### src/rtl/rv_pkg.sv
// Shared front-end types: XLEN, reset/NOP constants, fetch FSM states and the
// buffered fetch entry that travels from instruction memory to decode.
package rv_pkg;

  localparam int              XLEN             = 32;
  localparam logic [XLEN-1:0] RESET_PC_DEFAULT = 32'h8000_0000;
  localparam logic [XLEN-1:0] INST_NOP         = 32'h0000_0013;

  typedef enum logic [1:0] {
    FETCH_REQ,
    FETCH_WAIT,
    FETCH_DROP
  } fetch_state_t;

  typedef struct packed {
    logic [XLEN-1:0] inst;
    logic [XLEN-1:0] pc;
    logic            fault;
  } fetch_entry_t;

  function automatic logic [XLEN-1:0] align_word(input logic [XLEN-1:0] addr);
    return addr & ~XLEN'(3);
  endfunction

endpackage

### src/rtl/inst_fifo.sv
// Synchronous FIFO for fetched instructions; flush empties it in one cycle.
// The caller never pushes into a full FIFO without a pop, nor pops when empty.
module inst_fifo #(
  parameter int WIDTH = 65,
  parameter int DEPTH = 2
) (
  input  logic                   clk,
  input  logic                   rst,
  input  logic                   flush,
  input  logic                   push,
  input  logic                   pop,
  input  logic [WIDTH-1:0]       wdata,
  output logic [WIDTH-1:0]       rdata,
  output logic                   full,
  output logic                   empty,
  output logic [$clog2(DEPTH):0] count
);

  localparam int AW = $clog2(DEPTH);
  localparam int CW = AW + 1;

  logic [WIDTH-1:0] mem [DEPTH];
  logic [AW-1:0]    wr_ptr;
  logic [AW-1:0]    rd_ptr;

  assign full  = (count == CW'(DEPTH));
  assign empty = (count == '0);
  // Empty reads return zero so the decode-side outputs are clean without resetting storage.
  assign rdata = empty ? '0 : mem[rd_ptr];

  always_ff @(posedge clk or posedge rst) begin
    if (rst) begin
      wr_ptr <= '0;
      rd_ptr <= '0;
      count  <= '0;
    end else if (flush) begin
      wr_ptr <= '0;
      rd_ptr <= '0;
      count  <= '0;
    end else begin
      if (push) wr_ptr <= wr_ptr + AW'(1);
      if (pop)  rd_ptr <= rd_ptr + AW'(1);
      count <= count + CW'(push) - CW'(pop);
    end
  end

  // NOTE: storage has no reset; validity lives entirely in the pointers and count.
  always_ff @(posedge clk) begin
    if (push && !flush) mem[wr_ptr] <= wdata;
  end

endmodule

### src/rtl/inst_fetch.sv
// Instruction fetch unit: sequential PC generation, one outstanding imem request,
// and a small instruction buffer toward decode that redirects flush.
module inst_fetch
  import rv_pkg::*;
#(
  parameter logic [XLEN-1:0] RESET_PC   = RESET_PC_DEFAULT,
  parameter int              FIFO_DEPTH = 2
) (
  input  logic            clk_i,
  input  logic            rst_i,
  input  logic            redirect_valid_i,
  input  logic [XLEN-1:0] redirect_pc_i,
  output logic            imem_req_valid_o,
  input  logic            imem_req_ready_i,
  output logic [XLEN-1:0] imem_req_addr_o,
  input  logic            imem_rsp_valid_i,
  input  logic [XLEN-1:0] imem_rsp_data_i,
  input  logic            imem_rsp_err_i,
  output logic            inst_valid_o,
  input  logic            inst_ready_i,
  output logic [XLEN-1:0] inst_o,
  output logic [XLEN-1:0] inst_pc_o,
  output logic            inst_fault_o
);

  localparam int             CW      = $clog2(FIFO_DEPTH) + 1;
  localparam logic [CW-1:0]  DEPTH_C = CW'(FIFO_DEPTH);

  fetch_state_t    state;
  logic [XLEN-1:0] fetch_pc;
  logic [XLEN-1:0] fetch_pc_next;
  logic [XLEN-1:0] req_pc;
  logic [XLEN-1:0] req_addr;
  logic            req_valid;
  logic            stale;
  logic            handshake;
  logic            hold;
  logic            push;
  logic            pop;
  logic            fifo_full;
  logic            fifo_empty;
  logic [CW-1:0]   fifo_count;
  logic [CW-1:0]   count_next;
  logic            space_next;
  fetch_entry_t    wr_entry;
  fetch_entry_t    rd_entry;

  assign handshake  = req_valid && imem_req_ready_i;
  assign hold       = req_valid && !imem_req_ready_i;
  // A redirect flushes the buffer, so it overrides both the pop and the push of that cycle.
  assign pop        = !fifo_empty && inst_ready_i && !redirect_valid_i;
  assign push       = (state == FETCH_WAIT) && imem_rsp_valid_i && !redirect_valid_i &&
                      (!fifo_full || pop);
  assign count_next = redirect_valid_i ? '0 : fifo_count + CW'(push) - CW'(pop);
  assign space_next = (count_next < DEPTH_C);

  // NOTE: every combinational output gets a default first so no latch is inferred.
  always_comb begin
    fetch_pc_next = fetch_pc;
    if (redirect_valid_i)        fetch_pc_next = align_word(redirect_pc_i);
    else if (handshake && !stale) fetch_pc_next = fetch_pc + XLEN'(4);
  end

  always_comb begin
    wr_entry.inst  = imem_rsp_data_i;
    wr_entry.pc    = req_pc;
    wr_entry.fault = imem_rsp_err_i;
  end

  // A stale request carries a pre-redirect address: it is issued but its response is dropped.
  always_ff @(posedge clk_i or posedge rst_i) begin
    if (rst_i) begin
      state     <= FETCH_REQ;
      fetch_pc  <= RESET_PC;
      req_pc    <= '0;
      req_addr  <= RESET_PC;
      req_valid <= 1'b0;
      stale     <= 1'b0;
    end else begin
      fetch_pc <= fetch_pc_next;
      if (!hold) req_addr <= fetch_pc_next;
      if (handshake)                    stale <= 1'b0;
      else if (hold && redirect_valid_i) stale <= 1'b1;

      unique case (state)
        FETCH_REQ: begin
          if (handshake) begin
            req_pc    <= req_addr;
            req_valid <= 1'b0;
            state     <= (stale || redirect_valid_i) ? FETCH_DROP : FETCH_WAIT;
          end else if (!hold) begin
            req_valid <= space_next;
          end
        end
        FETCH_WAIT: begin
          if (imem_rsp_valid_i) begin
            state     <= FETCH_REQ;
            req_valid <= space_next;
          end else if (redirect_valid_i) begin
            state <= FETCH_DROP;
          end
        end
        FETCH_DROP: begin
          if (imem_rsp_valid_i) begin
            state     <= FETCH_REQ;
            req_valid <= space_next;
          end
        end
        default: begin
          state     <= FETCH_REQ;
          req_valid <= 1'b0;
        end
      endcase
    end
  end

  inst_fifo #(
    .WIDTH ($bits(fetch_entry_t)),
    .DEPTH (FIFO_DEPTH)
  ) u_fifo (
    .clk   (clk_i),
    .rst   (rst_i),
    .flush (redirect_valid_i),
    .push  (push),
    .pop   (pop),
    .wdata (wr_entry),
    .rdata (rd_entry),
    .full  (fifo_full),
    .empty (fifo_empty),
    .count (fifo_count)
  );

  assign imem_req_valid_o = req_valid;
  assign imem_req_addr_o  = req_addr;
  assign inst_valid_o     = !fifo_empty;
  assign inst_o           = rd_entry.inst;
  assign inst_pc_o        = rd_entry.pc;
  assign inst_fault_o     = rd_entry.fault;

endmodule

### config.mk
export PLATFORM = sky130hd
export DESIGN_NAME = inst_fetch
export DESIGN_NICKNAME = d
export VERILOG_FILES = /design/src/rtl/rv_pkg.sv /design/src/rtl/inst_fifo.sv /design/src/rtl/inst_fetch.sv
export SDC_FILE = /design/constraint.sdc
export NUM_CORES = 1
export LEC_CHECK = 0
export ABC_AREA = 1
export CAP_MARGIN = 20
export CORE_MARGIN = 3
export CORE_UTILIZATION = 55
export CTS_CLUSTER_DIAMETER = 50
export CTS_CLUSTER_SIZE = 16
export DETAILED_ROUTE_END_ITERATION = 12
export DONT_BUFFER_PORTS = 1
export PLACE_DENSITY = 0.7
export SLEW_MARGIN = 30
export SYNTH_ARGS = -nofsm -noshare
export SYNTH_HDL_FRONTEND = slang
export SYNTH_SLANG_ARGS = --single-unit
### constraint.sdc
create_clock -name clk_i -period 6.5 [get_ports clk_i]
set_input_delay 0.65 -clock clk_i [delete_from_list [all_inputs] [get_ports clk_i]]
set_output_delay 0.65 -clock clk_i [all_outputs]
set_load 0.01 [all_outputs]
# == Yosys cells after proc, flatten, opt, wreduce, memory -nomap -nowiden ==
# Memory sizes are Yosys's and may differ from the RTL's.
# Index checks and enable logic that the tools add are counted.
# totals
reg_bits,104
latchBits,0
ramBits,130
mem_bits_ro,0
input_bits,71
memories,1
# memory_table
name,words,word_bits,read_ports,rd_clocked_by_memory_dff,wr,line,rtl
u_fifo.mem,2,65,1,0,1,inst_fifo.sv:22,logic [WIDTH-1:0] mem [DEPTH];
# classes
add_sub_neg,5
n_mul,0
div,0
n_lt_le_gt_ge,1
n_eq_ne,8
n_shift,0
n_mux,22
bitwise_logic,0
n_reduce_logical,26
# op_table
operator,n
two-way mux 65 bit,1
two-way mux 32 bit,2
adder 32 x 3 -> 32 bit (second input constant),1
two-way mux 2 bit,6
two-way mux 1 bit,11
logical AND 1 bit,10
inequality test 3 bit (second input constant),2
case mux 2 bit (3 select lines),1
nonzero test 2 bit,3
logical NOT 1 bit,5
equality test 2 bit (second input constant),2
logical NOT 2 bit,2
inequality test 2 bit (second input constant),2
AND reduction 2 bit,2
AND reduction 3 bit,1
adder 1 bit (second input constant),2
adder 2 x 1 -> 2 bit,1
equality test 2 x 1 -> 1 bit (second input constant),1
logical OR 1 bit,2
< comparator 2 bit (second input constant),1
inequality test 2 x 1 -> 1 bit (second input constant),1
case mux 1 bit (2 select lines),1
OR reduction 2 bit,1
subtractor 2 x 1 -> 2 bit,1

# == Longest topological paths before layout ==
# logic_depth
word_depth,13
ltp_mapped,12
ltp_nobuf,11

# == By module ==
# Synthesis repeated with hierarchy kept, for this count alone.
# unflattened
hier_cells,958
area_unflattened_um2,10100.9
# by_module_without_submodules
mod,n_inst,cells_per_inst,area_per_inst_um2,seq_area_each_um2
inst_fifo,1,378,5180.0,4003.8
inst_fetch,1,580,4921.0,2504.9

# == Worst setup path before layout ==
# OpenSTA, ideal clock, no wires.
# synth_timing
path_type,in2reg
start,input redirect_valid_i
end,memory u_fifo.mem[0][0] (enable)
setup_ns,0.488
t_arrival_ns,3.866
slack_ns,2.146
path_stages,4
n_path_buf,1
path_cell_list,clkbuf_1 > nor3_1 > nand2_1 > nor2_1
# synth_via
elab_chain_len,7
word_cells_on_any_way,8
cone_classes,mux (2); reduce/logical (6)
# synth_rtl
item,line,rtl
start: declaration,inst_fetch.sv:11,"input logic redirect_valid_i,"
logical NOT 1 bit *,"inst_fifo.sv:49, inst_fetch.sv:51, inst_fetch.sv:52",
logical AND 1 bit,inst_fetch.sv:51,assign pop = !fifo_empty && inst_ready_i && !redirect_valid_i;
logical OR 1 bit,inst_fetch.sv:53,(!fifo_full || pop);
logical AND 1 bit,inst_fetch.sv:52,assign push = (state == FETCH_WAIT) && imem_rsp_valid_i && !redirect_valid_i &&
logical AND 1 bit *,inst_fifo.sv:49,if (push && !flush) mem[wr_ptr] <= wdata;
two-way mux 1 bit *,inst_fifo.sv:49,
two-way mux 1 bit (implied by the code) *,inst_fifo.sv:49,
end: declaration,inst_fifo.sv:22,
# Mark *: on every way between the ends. The rest lies on a longest branch, timed or not.

# == Final worst setup path ==
# layout_timing
start,register u_fifo.rd_ptr
end,output inst_pc_o[13]
# layout_via
elab_chain_len,2
# layout_rtl
item,line,rtl
start: declaration,inst_fifo.sv:24,logic [AW-1:0] rd_ptr;
start signal: assignment,inst_fifo.sv:42,if (pop) rd_ptr <= rd_ptr + AW'(1);
memory read (2 x 65 bit),n/a,
two-way mux 65 bit,inst_fifo.sv:29,assign rdata = empty ? '0 : mem[rd_ptr];
end: declaration,inst_fetch.sv:22,"output logic [XLEN-1:0] inst_pc_o,"
# Every way passes these cells.

==> results.txt <==
wire length per cell = 17.89 µm
Starting Density = 56.48%
post-route minimum period = 3064 ps
met2 usage = 32.84%
Core Box Area = 17420 µm²
Root Driver = clkbuf_16
Min-Delay Path Class = in2async
Avg Synthesized Cell Area = 10.52 µm²
Sink Count = 234
number of global-route vias before repair = 6150
FF-to-FF setup slack = 3940 ps
nets@finish = 1003
GPL Wtd Cong = 0.8885
Fillers = 1415
final WL = 20860 µm
Final Cycle Share = 47.14%
Yosys reg bits = 234
Final Hold Viols = 0
Worst R2R End = u_fifo.mem[1][18]
level count of the clock H-tree = 1
Pwr Density = 365.7 nW/µm²
CP max stage cell = inv_4
CP Buf/Inv Count = 2
Syn-to-layout area delta = 9.552%
met3 Use GR = 5.361%
Post-DP HPWL = 13520 µm
# IOs = 170
met1 Use GR = 30.59%
maximum VDD drop = 0.2768 mV
critical setup path kind = reg2out
Port-buffer cells = 0
LEAKAGE = 0.004364 µW
CTS tree = built
first-pass GRT wire length = 33360 µm
sequential fraction of the synthesis area = 66.17%
gr ovfl total = 0
WP data arrival = 2410 ps
worst flop-to-flop path startpoint = state[1]
gr usage total = 21.05%
mapped cell area = 9837 µm²
Worst Clk Skew = 13.15 ps
largest net degree at the start of global routing = 68
Post-DRT Antenna Nets = 0
cts bufs inserted = 22
most utilized layer in the global route result = met2
iteration count of the initial detailed-routing pass = 5
die width = 139.7 µm
Crit Path Max Fanout = 67
RSZ-0062 raised after global routing = false
post-cts hold buffer count = 0
Async S/R FF share, synth = 44.44%
top cell type's share of synthesized area = 39.68%
Crit path largest cell delay = 630 ps
Pwr Total = 3941 µW
Syn Nets = 1013
Yosys warning count = 0
achievable clock frequency = 326.4 MHz
ANT cells = 0
Synth area leaders = edfxtp_1 (40%), dfrtp_1 (26%), nand2_1 (11%), a21oi_1 (3.6%), inv_1 (2.5%)
crit path cell chain = buf_4, inv_4, nand2_1, a21oi_1
Place WS = 3906 ps
share of cells above drive strength 1 = 11.16%
crit path launch type = register
Reg2Reg Depth = 7
Final Non-Filler Cells = 1166
clock latency on the worst-skew pair = 500 ps
max-capacitance violation count = 0
Slew @ Worst Pin = 876.6 ps
row cnt = 48
CP required = 5850 ps
Setup TNS = 0 ps
initial drt markers = 429
commonest non-fill, non-tap cell in the layout = nand2_1
Min Hold Slack = 113.5 ps
Longest Clk Path Bufs = 3
Residual DRC = 0
Primary FF master, synth = edfxtp_1
EDFF count, synth = 130
CTS resizes = 0
initial antenna violation count = 0
Vias/cell = 5.410
Placed Instances = 1126
die area = 19530 µm²
Worst Setup End Kind = output pin
crit path from = u_fifo.rd_ptr
Final Max Tran Viols = 0
total setup buffers inserted after CTS = 0
Mapped Cells = 935
Distinct cells, synth = 45
post-synth top area cell = edfxtp_1
worst setup slack after layout = 3436 ps
die height = 139.7 µm
most frequent cells in the layout = nand2_1 (293), edfxtp_1 (130), dfrtp_1 (101)
Vias = 6308
Crit path max-delay family = buffers and inverters
slew margin rel. = 41.56%
clock-pin slew on the worst setup and hold paths = 70 ps
final setup violation count = 0
status = completed
==> final cells by class <==
| type | instances | area (µm²) | share of cell area [%] |
|---|---|---|---|
| clock buffer | 28 | 594.3 | 5.515 |
| timing repair buffer | 8 | 60.06 | 0.5573 |
| multi-input combinational | 591 | 2920 | 27.10 |
| clock inverter | 12 | 150.1 | 1.393 |
| sequential | 234 | 6510 | 60.41 |
| tap | 225 | 281.5 | 2.612 |
| inverter | 68 | 260.3 | 2.415 |
==> worst max-delay path by stage <==
stage | to | slack, ps | cells after the start
final | inst_pc_o[13] | 3440 | 4
after CTS | inst_pc_o[19] | 3410 | 4
after detailed placement | u_fifo.mem[1][29] | 3910 | 5
after floorplan | u_fifo.mem[0][0] | 2150 | 4
after global routing | inst_pc_o[19] | 3250 | 4
after global placement | inst_pc_o[13] | 3660 | 4
==> sequential cells by signal, summed over array words and instances, names as in the netlist <==
signal / cells
fetch_pc: 32
state: 2
u_fifo.mem: 130
stale: 1
u_fifo.rd_ptr: 1
imem_req_valid_o: 1
req_pc: 32
imem_req_addr_o: 32
u_fifo.count: 2
u_fifo.wr_ptr: 1
==> metal layers <==
| metal | part of all wire, % | wire (µm) |
|---|---|---|
| met5 | 0 | 0 |
| met2 | 45 | 9487 |
| met3 | 8.2 | 1714 |
| met1 | 45 | 9391 |
| met4 | 1.3 | 265 |
==> worst register-to-register path, cell delays in order, from the launching register on <==
cell and delay [ps]:
dfrtp_1 410, inv_1 110, ha_1 150, inv_1 60, nor3_1 170, nand2_1 220, nor2_4 390, buf_4 660
==> cells by family (layout without fill, tap and decap cells) <==
logic type	Yosys count	count (layout)	share of synthesized area (%)
flops	234	234	66.17
fa+ha+maj	7	7	0.8903
xor+xnor	11	11	0.9794
simple gates	416	416	18.00
buf+inv	110	116	4.375
compound gates	141	141	7.759
mux	16	16	1.832
==> power by group <==
| part | internal [µW] | total (µW) | leakage (µW) | switching [µW] |
|---|---|---|---|---|
| clock | 744 | 1300 | 0.000368 | 559 |
| combinational | 193 | 589 | 0.00155 | 396 |
| sequential | 1840 | 2050 | 0.00244 | 211 |
==> Yosys cell counts, types with 2 or more instances <==
master    number
nand2_2        7
clkbuf_1      25
inv_1         66
nor2_1        36
buf_2          5
xnor2_1        4
nor2_2         6
o21ai_1       13
nor2_4         5
a21oi_1       71
edfxtp_1     130
nand4_1       15
a21boi_1       4
o21bai_1       2
o21ai_2        4
nor3_1         4
o21ai_0       36
a21boi_0       2
or2_2          9
nand3_1       33
dfrtp_1      102
and2_1         4
nand2_1      293
buf_1         10
ha_1           7
mux2_2        16
dfstp_2        2
xor2_1         7
==> stage by stage <==
| step | util (%) | area, µm² |
|---|---|---|
| after floorplan | - | 9837 |
| after global routing | 61.88 | 10780 |
| after detailed placement | 57.60 | 10030 |
| after global placement | 57.59 | 10030 |
| after CTS | 61.88 | 10780 |
| final | 61.88 | 10780 |
(Power assumes the default switching activity.)
